File: config.mk
export PLATFORM = sky130hd
export DESIGN_NAME = uart_tx_arbiter
export DESIGN_NICKNAME = d
export VERILOG_FILES = /design/src/rtl/uart_tx_arbiter.sv
export SDC_FILE = /design/constraint.sdc
export NUM_CORES = 1
export LEC_CHECK = 0
export ABC_CLOCK_PERIOD_IN_PS = 2200
export CELL_PAD_IN_SITES_DETAIL_PLACEMENT = 2
export CELL_PAD_IN_SITES_GLOBAL_PLACEMENT = 2
export CORE_UTILIZATION = 23
export CTS_BUF_LIST = sky130_fd_sc_hd__clkbuf_8
export DETAILED_ROUTE_END_ITERATION = 10
export PLACE_DENSITY_LB_ADDON = 0.1
export SYNTH_ARGS = -nofsm -noshare
export SYNTH_HDL_FRONTEND = slang
export SYNTH_SLANG_ARGS = --single-unit
File: constraint.sdc
create_clock -name sys_clk -period 2.2 [get_ports sys_clk]
set_input_delay 0.22 -clock sys_clk [delete_from_list [all_inputs] [get_ports sys_clk]]
set_output_delay 0.22 -clock sys_clk [all_outputs]
set_load 0.005 [all_outputs]
File: src/rtl/uart_tx_arbiter.sv
// ---------------------------------------------------------------------------
// uart_tx_arbiter
//
// Shares one byte-serial UART transmitter between N_REQ frame requesters.
// Requesters are granted round-robin; the granted frame (up to MAX_BYTES
// bytes, byte 0 first) is latched and fed byte by byte into the transmitter
// using the tx_send_go / tx_done handshake. A one-cycle done pulse on the
// granted bit marks frame completion.
//
// Optional feature macro: ARB_TIMEOUT_EN
//   Defined   : a per-byte watchdog aborts a frame when tx_done does not
//               arrive within TIMEOUT cycles; err pulses, no done is issued.
//   Undefined : no watchdog, err is constant 0, WAIT waits indefinitely.
//
// Ports:
//   sys_clk     in   1                    system clock, rising edge
//   rst_n       in   1                    asynchronous active-low reset
//   req         in   N_REQ                level request, held until done
//   req_data    in   N_REQ*MAX_BYTES*8    frame bytes, slice i = requester i
//   req_len     in   N_REQ*LEN_W          frame length in bytes per requester
//   gnt         out  N_REQ                one-hot grant, high for whole frame
//   done        out  N_REQ                one-cycle completion pulse
//   busy        out  1                    frame in progress (state != IDLE)
//   err         out  1                    one-cycle timeout abort pulse
//   tx_data     out  8                    byte to transmitter, held stable
//   tx_send_go  out  1                    one-cycle transmitter start pulse
//   tx_done     in   1                    one-cycle byte-finished pulse
// ---------------------------------------------------------------------------
`timescale 1ns/1ps

module uart_tx_arbiter #(
   parameter int N_REQ     = 4,
   parameter int MAX_BYTES = 5,
   parameter int LEN_W     = 3,
   parameter int TIMEOUT   = 200000
) (
   input  logic                          sys_clk,
   input  logic                          rst_n,
   input  logic [N_REQ-1:0]              req,
   input  logic [N_REQ*MAX_BYTES*8-1:0]  req_data,
   input  logic [N_REQ*LEN_W-1:0]        req_len,
   output logic [N_REQ-1:0]              gnt,
   output logic [N_REQ-1:0]              done,
   output logic                          busy,
   output logic                          err,
   output logic [7:0]                    tx_data,
   output logic                          tx_send_go,
   input  logic                          tx_done
);

   localparam int IDX_W   = (N_REQ > 1) ? $clog2(N_REQ) : 1;
   localparam int FRAME_W = MAX_BYTES * 8;
   localparam logic [LEN_W-1:0] MAX_LEN = LEN_W'(MAX_BYTES);

   // Elaboration-time guard on the parameter set.
   if (N_REQ < 2 || N_REQ > 8 || MAX_BYTES < 1 ||
       MAX_BYTES > (2**LEN_W - 1) || TIMEOUT < 1) begin : g_bad_params
      $error("uart_tx_arbiter: illegal parameter combination");
   end

   typedef enum logic [1:0] {
      IDLE = 2'd0,
      LOAD = 2'd1,
      WAIT = 2'd2,
      DONE = 2'd3
   } state_t;

   state_t              state_q;
   logic [IDX_W-1:0]    ptr_q;     // last requester served
   logic [IDX_W-1:0]    idx_q;     // requester owning the current frame
   logic [FRAME_W-1:0]  frame_q;   // remaining bytes, next byte in [7:0]
   logic [LEN_W-1:0]    len_q;     // clamped frame length
   logic [LEN_W-1:0]    cnt_q;     // bytes launched so far

`ifdef ARB_TIMEOUT_EN
   localparam int TO_W = $clog2(TIMEOUT + 1);
   logic [TO_W-1:0]     to_cnt_q;
`endif

   // -----------------------------------------------------------------------
   // Round-robin selection: first set request bit after ptr_q, with wrap.
   // -----------------------------------------------------------------------
   logic                sel_found;
   logic [IDX_W-1:0]    sel_idx;
   logic [FRAME_W-1:0]  sel_frame;
   logic [LEN_W-1:0]    sel_len_raw;
   logic [LEN_W-1:0]    sel_len;

   always_comb begin
      int cand;
      // NOTE: every variable gets a default before any conditional write so
      // no path leaves it unassigned, which would otherwise infer a latch.
      sel_found = 1'b0;
      sel_idx   = '0;
      cand      = 0;
      for (int i = 1; i <= N_REQ; i++) begin
         cand = (int'(ptr_q) + i) % N_REQ;
         if (!sel_found && req[IDX_W'(cand)]) begin
            sel_found = 1'b1;
            sel_idx   = IDX_W'(cand);
         end
      end
      sel_frame   = req_data[int'(sel_idx)*FRAME_W +: FRAME_W];
      sel_len_raw = req_len[int'(sel_idx)*LEN_W +: LEN_W];
      sel_len     = (sel_len_raw > MAX_LEN) ? MAX_LEN : sel_len_raw;
   end

   // -----------------------------------------------------------------------
   // Control FSM with registered outputs.
   // -----------------------------------------------------------------------
   always_ff @(posedge sys_clk or negedge rst_n) begin
      if (!rst_n) begin
         state_q    <= IDLE;
         ptr_q      <= IDX_W'(N_REQ - 1);
         idx_q      <= '0;
         // NOTE: the frame register is small and explicitly reset so no
         // stale bytes from an aborted frame are ever visible after reset.
         frame_q    <= '0;
         len_q      <= '0;
         cnt_q      <= '0;
         gnt        <= '0;
         done       <= '0;
         busy       <= 1'b0;
         err        <= 1'b0;
         tx_data    <= 8'h00;
         tx_send_go <= 1'b0;
`ifdef ARB_TIMEOUT_EN
         to_cnt_q   <= '0;
`endif
      end else begin
         // NOTE: non-blocking assignments throughout, so every branch reads
         // the pre-edge value of each register regardless of statement order.
         tx_send_go <= 1'b0;
         done       <= '0;
         err        <= 1'b0;

         case (state_q)
            IDLE: begin
               if (sel_found) begin
                  idx_q   <= sel_idx;
                  frame_q <= sel_frame;
                  len_q   <= sel_len;
                  gnt     <= N_REQ'(1) << sel_idx;
                  busy    <= 1'b1;
                  state_q <= (sel_len == '0) ? DONE : LOAD;
               end
            end

            LOAD: begin
               tx_send_go <= 1'b1;
               tx_data    <= frame_q[7:0];
               cnt_q      <= cnt_q + 1'b1;
`ifdef ARB_TIMEOUT_EN
               to_cnt_q   <= '0;
`endif
               state_q    <= WAIT;
            end

            WAIT: begin
               if (tx_done) begin
                  frame_q <= frame_q >> 8;
                  state_q <= (cnt_q < len_q) ? LOAD : DONE;
               end
`ifdef ARB_TIMEOUT_EN
               // Abort lands exactly TIMEOUT cycles after the send pulse.
               else if (to_cnt_q == TO_W'(TIMEOUT - 1)) begin
                  err     <= 1'b1;
                  gnt     <= '0;
                  busy    <= 1'b0;
                  cnt_q   <= '0;
                  ptr_q   <= idx_q;
                  state_q <= IDLE;
               end else begin
                  to_cnt_q <= to_cnt_q + 1'b1;
               end
`endif
            end

            DONE: begin
               done    <= N_REQ'(1) << idx_q;
               gnt     <= '0;
               busy    <= 1'b0;
               cnt_q   <= '0;
               ptr_q   <= idx_q;
               state_q <= IDLE;
            end

            default: state_q <= IDLE;
         endcase
      end
   end

endmodule

---- After elaboration in Yosys (flattened, before gate mapping) ----
Cells that the tools add are included.
storage, ports and cells
  word-level logic and storage cells ...... 84
  register bits after elaboration ......... 70
  input port bits ......................... 179
cells by class
  add/subtract/negate cells ............... 5
  multiplexer cells ....................... 36
  $lt $le $gt $ge ......................... 6
  shift operators ......................... 4
  reduce and logical (&&, ||, !) cells .... 15
  multiply operators ...................... 2
  equality and inequality tests ........... 5
operator list
  cell                                                                  number
  160-bit by 9-bit indexed part select with 40-bit output               1
  40-bit 2-to-1 mux                                                     2
  40-bit one-hot mux with 2 select lines                                1
  2-bit by 4-bit < comparator with 1-bit output, second input constant  4
  2-bit 2-to-1 mux                                                      8
  1-bit 2-to-1 mux                                                      14
  12-bit by 5-bit indexed part select with 3-bit output                 1
  1-bit binary-select mux with 2-bit select                             4
  4-bit 2-to-1 mux                                                      2
  2-bit one-hot mux with 4 select lines                                 1
  4-bit one-hot mux with 2 select lines                                 1
  1-bit by 2-bit << shifter with 4-bit output, first input constant     2
  3-bit one-hot mux with 2 select lines                                 1
  2-bit AND reduction                                                   3
  2-bit nonzero test                                                    3
  2-bit by 3-bit multiplier with 5-bit output, second input constant    1
  2-bit by 1-bit adder with 2-bit output, second input constant         2
  2-bit adder, second input constant                                    2
  2-bit equality test, second input constant                            2
  2-bit by 2-bit multiplier with 4-bit output, second input constant    1
  2-bit != test, second input constant                                  2
  3-bit by 1-bit adder with 3-bit output, second input constant         1
  3-bit greater-than comparator, second input constant                  1
  1-bit logical AND                                                     3
  8 further kinds                                                       10

---- Depth between registers and ports, before layout ----
Gate-level depths: netlist of the first run.
  depth in word-level cells ............... 22
  mapped depth ............................ 10
  gate-level depth less buffers ........... 8

---- Worst setup path after synthesis of the first run ----
No wires, ideal clock.
  path type ............................... flip-flop to flip-flop
  start point ............................. register ptr_q[1]
  end point ............................... register len_q[1]
  data required time ...................... 2071 ps
  period minus slack after synthesis ...... 1895 ps
  cell stages (with the launch flop) ...... 9
  arrival ................................. 1766 ps
  path slack .............................. 305 ps
  cells stage by stage .................... dfstp_2 > buf_6 > mux2i_1 > o221a_4 > buf_6 > nand2_1 > a32oi_2 > nand3b_1 > o21ai_1
on the way
  cells in the longest elaborated chain, start to end .. 18
  elaborated cells on any way between the ends .. 35
  classes of those cells .................. 4 x add/sub; 1 x mul; 1 x order compare; 1 x shift; 21 x mux; 7 x reduce/logical
ends and longest elaborated chain
  item                                                   RTL line  RTL
  from (decl)                                            69        logic [IDX_W-1:0] ptr_q;
  from (signal assigned)                                 114       ptr_q <= IDX_W'(N_REQ - 1);
  from (signal assigned)                                 184       ptr_q <= idx_q;
  2-bit by 1-bit adder with 2-bit output                 97        cand = (int'(ptr_q) + i) % N_REQ;
  1-bit binary-select mux with 2-bit select              98        if (!sel_found && req[IDX_W'(cand)]) begin
  1-bit 2-to-1 mux (implied by the code) (2 in series)   98
  1-bit 2-to-1 mux                                       98
  1-bit zero test                                        98
  1-bit logical AND                                      98
  1-bit 2-to-1 mux                                       98
  1-bit zero test                                        98
  1-bit logical AND                                      98
  1-bit 2-to-1 mux                                       98
  1-bit zero test                                        98
  1-bit logical AND                                      98
  2-bit 2-to-1 mux                                       98
  2-bit by 2-bit multiplier with 4-bit output            104       sel_len_raw = req_len[int'(sel_idx)*LEN_W +: LEN_W];
  12-bit by 5-bit indexed part select with 3-bit output  104
  3-bit greater-than comparator                          105       sel_len = (sel_len_raw > MAX_LEN) ? MAX_LEN : sel_len_raw;
  3-bit 2-to-1 mux                                       105
  to (signal assigned)                                   142       len_q <= sel_len;
  to (decl)                                              72        logic [LEN_W-1:0] len_q;
Parallel ways exist; a longest one is shown, timed or not. The select of a mux whose other input is x is not followed.
A chain may end at the register's enable or synchronous reset.

---- Worst setup path in the final report of the first run ----
  start point ............................. register ptr_q[1]
  end point ............................... register state_q[1]
on the way
  cells in the longest elaborated chain, start to end .. 22
  elaborated cells on any way between the ends .. 40
  classes of those cells .................. 4 x add/sub; 1 x mul; 1 x order compare; 1 x eq/ne; 1 x shift; 24 x mux; 8 x reduce/logical
ends and longest elaborated chain
  item                                                   RTL line  RTL
  2-bit by 1-bit adder with 2-bit output                 97
  1-bit binary-select mux with 2-bit select              98
  1-bit 2-to-1 mux (implied by the code) (2 in series)   98
  1-bit 2-to-1 mux                                       98
  1-bit zero test                                        98
  1-bit logical AND                                      98
  1-bit 2-to-1 mux                                       98
  1-bit zero test                                        98
  [5 not listed]                                         -
  2-bit by 2-bit multiplier with 4-bit output            104
  12-bit by 5-bit indexed part select with 3-bit output  104
  3-bit greater-than comparator                          105
  3-bit 2-to-1 mux                                       105
  3-bit zero test                                        145       state_q <= (sel_len == '0) ? DONE : LOAD;
  2-bit 2-to-1 mux                                       145
  2-bit 2-to-1 mux                                       139       if (sel_found) begin
  2-bit one-hot mux with 4 select lines                  137       case (state_q)
  to (signal assigned)                                   145
  to (signal assigned)                                   162       state_q <= (cnt_q < len_q) ? LOAD : DONE;
  to (decl)                                              68        state_t state_q;
Parallel ways exist; a longest one is shown, timed or not. The select of a mux whose other input is x is not followed.

==> results by group, run 1 <==
Outcome
  – Outcome: complete, no violations

Timing
  – PnR worst setup slack: 0.0832 ns
  – Setup Viol. Count Final: 0
  – Worst Max-Slew Pin Slew: 0.958 ns
  – Skew final: 0.00993 ns
  – Worst-case hold slack: 0.379 ns
  – Rel. slew slack: 36.1%
  – Fin. Hold Viols: 0
  – Final Max Slew Viols: 0
  – Crit path time final: 2.12 ns
  – F_max: 472 MHz
  – Period utilization: 96.2%
  – Unrepaired setup endpoints after global routing: yes

Power and ir drop
  – Internal Dissipation: 4.91 mW
  – Peak supply drop: 0.380 mV
  – Clock share of power: 12.4%
  – Logic pwr share: 58.6%
  – Sw Ratio: 43.5%
  – Power Dens Cells: 1180 mW/mm^2
  – Leakage: 3.04 nW
  – Seq pwr share: 28.9%
  – Switching Power: 3.78 mW

Clocking
  – Clock root cell: clkbuf_8
  – Num CTS Buffers: 9
  – Clock Latency Late Sink: 0.36 ns
  – Clock sink count: 70
  – Clock Pin Slew Worst Setup and Hold Paths: 0.08 ns
  – Setup bufs post-CTS: 0
  – H-tree Lvls: 3
  – CTS tree: yes
  – Max clock buf depth: 2

Critical path
  – CP max stage delay: 0.65 ns
  – R2R setup slack: 0.08 ns
  – Critical path peak fanout: 18
  – CP arrival: 2.37 ns
  – Crit-path slowest cell: dfstp_2
  – Top delay family on crit path: compound AO/OA/AOI/OAI gates
  – Nature of the critical path startpoint: flip-flop
  – Buffer and inverter count on the worst path: 2
  – Worst EP required: 2.45 ns
  – CP cell instances: nand2b_4, a21oi_4, o221a_4, buf_12, a21oi_1, a32oi_2, buf_4, o41ai_2
  – Kind of critical path: reg2reg
  – Worst setup EP type: flip-flop

Final layout
  – Post-route design area: 0.00735 sq mm
  – Final nets: 934
  – Non-filler cells, final: 1017
  – # fillers: 2061
  – Synthesis-to-finish area growth: 64.8%
  – Layout cells sized above 1: 13.2%
  – Register area: 0.00176 sq mm
  – ANT cells: 0
  – Multi-input combinational cell area: 0.00253 sq mm

Floorplan
  – DIE WIDTH: 141 um
  – Core Area: 0.0188 sq mm
  – Number of I/O pins: 198
  – Die Y: 141 um
  – Rows: 50
  – Die area: 0.0199 sq mm
  – Initial Util: 23.7%

Placement
  – Cell total after placement: 999
  – Port Buffers: 196
  – Post-place setup slack: -0.231 ns
  – DP Wirelength: 15500 um
  – Global placement routability congestion: 0.805
  – Dpl cell area: 0.00705 sq mm

Synthesis
  – Post-synth EDFFs: 0
  – Mapped cell area: 0.00446 sq mm
  – Ys async rst share: 100%
  – Synth top area share: 38.2%
  – Dominant cell type by area after synthesis: dfrtp_1
  – Synth warnings: 0
  – Register bit count reported by yosys: 70
  – Synth Flop Type: dfrtp_1
  – Count leader, synth: nand2_1
  – Post-synth top cells: 198 x nand2_1, 68 x dfrtp_1, 52 x a221oi_1, 40 x nor2_1, 33 x o22ai_1
  – Syn Inst Count: 554
  – Dominant cells by area after synthesis: dfrtp_1 38%, nand2_1 17%, a221oi_1 10%, o22ai_1 4.6%, a221oi_2 3.4%
  – Distinct cell type count after synthesis: 44
  – Sequential share of the synthesized area: 39.3%
  – Post-Synthesis Net Count: 736
  – Avg Cell Area, Syn: 8.05 sq um

Min path
  – Worst hold path class: in2async

Routing
  – Drt via density: 4.99
  – First DRT Iteration DRCs: 163
  – Via count: 5071
  – Residual DRC: 0
  – DRT antenna net count: 0
  – 1st-pass router iterations: 4
  – WL per Instance: 19.9 um
  – Total routed wirelength: 20300 um

Global route
  – Vias in the first global route: 5691
  – Grt ovf: 0
  – First-pass GRT wire length: 30900 um
  – Total track usage: 20.2%
  – Largest net degree at the start of global routing: 39
  – Initial antenna violation count: 1

Flow run
  – Max cap viols: 0
per-stage QoR:
| stage | setup TNS (ns) | total power, mW | utilization [%] |
|---|---|---|---|
| after floorplan | 0 | 5.18 | - |
| after global placement | -2.51 | 7.34 | 37.4 |
| after detailed placement | -6.28 | 7.57 | 37.4 |
| after CTS | 0 | 8.71 | 38.6 |
| after global routing | -0.0917 | 9.34 | 39.0 |
| final | 0 | 8.70 | 39.0 |
power by group through the flow:
stage	sequential [mW]	clock, mW	combinational (mW)
CTS	2.51	1.12	5.07
finish	2.52	1.08	5.10
global route	2.60	1.17	5.57
global placement	2.50	0	4.85
floorplan	2.29	0	2.90
detailed placement	2.53	0	5.04
layout by cell type (no fill, tap or decap), types with 3 or more instances in the layout:
| cell | Yosys | final |
|---|---|---|
| ha_1 | 3 | 3 |
| dfrtp_1 | 68 | 67 |
| and2_0 | 7 | 7 |
| nand2_1 | 198 | 193 |
| inv_1 | 8 | 8 |
| nand2_2 | 0 | 5 |
| clkbuf_8 | 0 | 9 |
| clkinvlp_4 | 0 | 4 |
| and2_1 | 4 | 4 |
| nor2_1 | 40 | 38 |
| a221oi_1 | 52 | 48 |
| o21ai_0 | 8 | 7 |
| a221oi_2 | 10 | 14 |
| buf_12 | 0 | 19 |
| buf_4 | 13 | 21 |
| a211oi_1 | 8 | 5 |
| o22ai_1 | 33 | 33 |
| a31oi_1 | 8 | 8 |
| nand2b_1 | 4 | 3 |
| clkdlybuf4s50_1 | 0 | 194 |
| nand3_1 | 5 | 5 |
| a21oi_1 | 7 | 7 |
| a211oi_2 | 0 | 3 |
| a22o_1 | 9 | 9 |
worst paths after layout:
check | startpoint | to | cells past startpoint
worst max-delay path | ptr_q[1]$_DFFE_PN1P_ | state_q[1]$_DFFE_PN0P_ | 8
worst min-delay path | rst_n | tx_send_go$_DFF_PN0_ | 2
worst max register to register | ptr_q[1]$_DFFE_PN1P_ | state_q[1]$_DFFE_PN0P_ | 8
worst min register to register | tx_data[5]$_DFFE_PN0P_ | tx_data[5]$_DFFE_PN0P_ | 2
max in group asynchronous | rst_n | frame_q[1]$_DFFE_PN0P_ | 3
min in group sys_clk | tx_done | frame_q[26]$_DFFE_PN0P_ | 4
flip-flops by register name, indices dropped and copies added, names as in the netlist:
signal and cells:
busy 1, cnt_q 3, done 4, frame_q 40, gnt 4, idx_q 2
len_q 3, ptr_q 2, state_q 2, tx_data 8, tx_send_go 1
metal layers:
metal | GRT usage (%) | routed length [um] | vias up
li1 | - | - | 2387
met1 | 25.9 | 9110 | 2537
met2 | 34.9 | 10000 | 132
met3 | 3.23 | 847 | 15
met4 | 5.78 | 284 | 0
met5 | 0 | 0 | -
cells by family (layout without fill, tap and decap cells):
logic type      count (synthesis)  after routing  share of synthesized area, %
buf+inv                        59            261                          6.73
flops                          70             70                          39.3
simple gates                  264            265                          23.7
compound gates                154            154                          28.6
fa+ha+maj                       3              3                         0.842
other cells                     1              1                        0.0841
mux                             3              3                         0.701
area by class of cell:
cell class                      count  share of cell area (%)
Timing Repair Buffer              237                    34.1
Clock buffer                        9                    1.69
Multi-Input combinational cell    426                    34.5
Inverter                            8                   0.409
Tap cell                          260                    4.43
Sequential cell                    70                    23.9
Clock inverter                      7                    1.00
what timing repair did:
action                                  CTS  global route
pin swaps                                 0             2
endpoints found under the setup margin   10            20
gates cloned                              0             1
hold buffers                              1             0
endpoints found under the hold margin    35             0
resized for setup                         1            18
No activity file was read; power rests on OpenSTA's default activity.
==> run 2: changes to the inputs <==
- ABC_AREA: not set -> 0
- ABC_CLOCK_PERIOD_IN_PS: 2200 -> not set
- SETUP_SLACK_MARGIN: not set -> 0.5
==> run 2 against run 1 <==
Compared with the run above: sequential power about the same; non-clock buffer count grew 35; largest power group unchanged; clock-buffer cell count rose by 1; first-iteration DRC count fell by 13%; clock power about the same; largest cell class unchanged; wire length increased by 12%.
==> results by group, run 2 (synthesis gave the netlist of run 1 again) <==
Critical path
  – CP max stage delay: 0.62 ns
  – Worst EP required: 2.47 ns
  – CP arrival: 2.44 ns
  – Crit-path slowest cell: dfstp_2
  – Critical path peak fanout: 7
  – Cells on worst reg2reg path: 10
  – Worst R2R End: state_q[1]$_DFFE_PN0P_
  – Top delay family on crit path: compound AO/OA/AOI/OAI gates
  – R2R setup slack: 0.03 ns
  – Worst setup EP type: flip-flop
  – Kind of critical path: reg2reg
  – Buffer and inverter count on the worst path: 4
  – Nature of the critical path startpoint: flip-flop
  – CP cell instances: buf_6, a21oi_2, o21ba_4, a21oi_4, buf_12, buf_12, a21oi_4, a32oi_4, buf_6, o41ai_4
  – Worst r2r src: ptr_q[1]$_DFFE_PN1P_

Final layout
  – Most frequent cells in the layout: 193 x clkdlybuf4s50_1, 131 x nand2_1, 67 x dfrtp_1
  – ANT cells: 0
  – Core Util, Final: 44.5%
  – Synthesis-to-finish area growth: 87.9%
  – Regs by FF count: frame_q x40, tx_data x8
  – # fillers: 1980
  – Biggest register: frame_q
  – Largest register FFs: 40
  – Most common cell after layout, fill and taps aside: clkdlybuf4s50_1
  – Final nets: 968
  – Layout cells sized above 1: 30.1%

Clocking
  – Clock root cell: clkbuf_8
  – Clock Pin Slew Worst Setup and Hold Paths: 0.09 ns
  – Clock sink count: 70
  – H-tree Lvls: 3
  – Num CTS Buffers: 9
  – CTS tree: yes
  – Max clock buf depth: 2
  – Clock Latency Late Sink: 0.38 ns

Routing
  – DR top layer: met4
  – Wire length on met3: 957 um
  – Drt via density: 5.06
  – Met1 Routed Length: 9580 um
  – WL per Instance: 21.7 um
  – DRT antenna net count: 0
  – First DRT Iteration DRCs: 141
  – 1st-pass router iterations: 4
  – DR WL met2: 11700 um
  – Total routed wirelength: 22800 um
  – Via count: 5321
  – Residual DRC: 0

Global route
  – Vias in the first global route: 5854
  – Largest net degree at the start of global routing: 41
  – Total track usage: 21.8%
  – Grt ovf: 0
  – First-pass GRT wire length: 32800 um
  – Initial antenna violation count: 0

Power and ir drop
  – Power Total: 10.1 mW
  – Leakage: 3.50 nW
  – Power Dens Cells: 1210 mW/mm^2
  – Peak supply drop: 0.469 mV

Flow run
  – Max cap viols: 0

Floorplan
  – Die Y: 141 um
  – DIE WIDTH: 141 um
  – Rows: 50
  – Number of I/O pins: 198
  – Die area: 0.0199 sq mm
  – Initial Util: 23.7%
  – Core Area: 0.0188 sq mm

Timing
  – Worst Max-Slew Pin Slew: 0.857 ns
  – Crit path time final: 2.17 ns
  – Fin. Hold Viols: 0
  – Skew final: 0.0121 ns
  – Final Max Slew Viols: 0
  – Rel. slew slack: 42.8%
  – F_max: 461 MHz
  – Setup Viol. Count Final: 0
  – Unrepaired setup endpoints after global routing: yes
  – Period utilization: 98.7%

Placement
  – Global placement routability congestion: 0.769
  – Port Buffers: 196
  – DP Wirelength: 15600 um

Outcome
  – Outcome: complete, no violations

Min path
  – Worst hold path class: in2async
==> run 2: cell type report <==
| type | count | area (sq um) | share of cell area [%] |
|---|---|---|---|
| sequential | 70 | 1760 | 20.9 |
| multi-input combinational | 425 | 3060 | 36.6 |
| clock inverter | 6 | 61.3 | 0.732 |
| timing repair buffer | 272 | 3000 | 35.8 |
| clock buffer | 10 | 138 | 1.64 |
| tap | 260 | 325 | 3.88 |
| inverter | 8 | 33.8 | 0.403 |
==> run 2: timing repair <==
item                                   4_1_cts  5_1_grt
buffers inserted                             8       16
gates resized for setup                     20      148
pin swaps                                   18       57
hold buffers                                 1        0
endpoints found under the hold margin       30        0
setup endpoints to repair                   57       55
gates cloned                                 4        4
==> run 2: metal layers <==
layer,global-route usage [%],vias to the layer above
met2,38.7,142
met5,0,-
li1,-,2475
met1,26.8,2674
met4,5.26,0
met3,4.28,30
==> run 2: worst max path at each step <==
stage / start / end / slack (ns) / cells past startpoint
final: ptr_q[1]$_DFFE_PN1P_ / state_q[1]$_DFFE_PN0P_ / 0.03 / 10
after global routing: ptr_q[1]$_DFFE_PN1P_ / state_q[1]$_DFFE_PN0P_ / -0.04 / 10
after CTS: ptr_q[1]$_DFFE_PN1P_ / frame_q[39]$_DFFE_PN0P_ / 0.07 / 7
after detailed placement: req[3] / frame_q[18]$_DFFE_PN0P_ / -0.18 / 9
after global placement: req[3] / frame_q[18]$_DFFE_PN0P_ / -0.10 / 9
after floorplan: ptr_q[1]$_DFFE_PN1P_ / state_q[1]$_DFFE_PN0P_ / 0.38 / 8
==> run 2: through the flow <==
stage          cell area [sq um]  hold WS, ns  setup TNS (ns)  setup slack, ns  std cells
2_1_floorplan               4560      -0.0756               0            0.379        554
3_3_place_gp                7090        0.196          -0.466           -0.105       1002
3_5_place_dp                7090        0.194           -4.49           -0.183       1002
4_1_cts                     7560        0.311               0           0.0715       1031
5_1_grt                     8380        0.353         -0.0938          -0.0444       1051
6_report                    8380        0.322               0           0.0289       1051
==> run 2: report_power, final <==
group | total [mW] | internal (mW) | leakage (nW) | switching (mW)
sequential | 2.54 | 1.93 | 0.832 | 0.609
combinational | 6.51 | 3.28 | 2.57 | 3.23
clock | 1.10 | 0.550 | 0.102 | 0.547
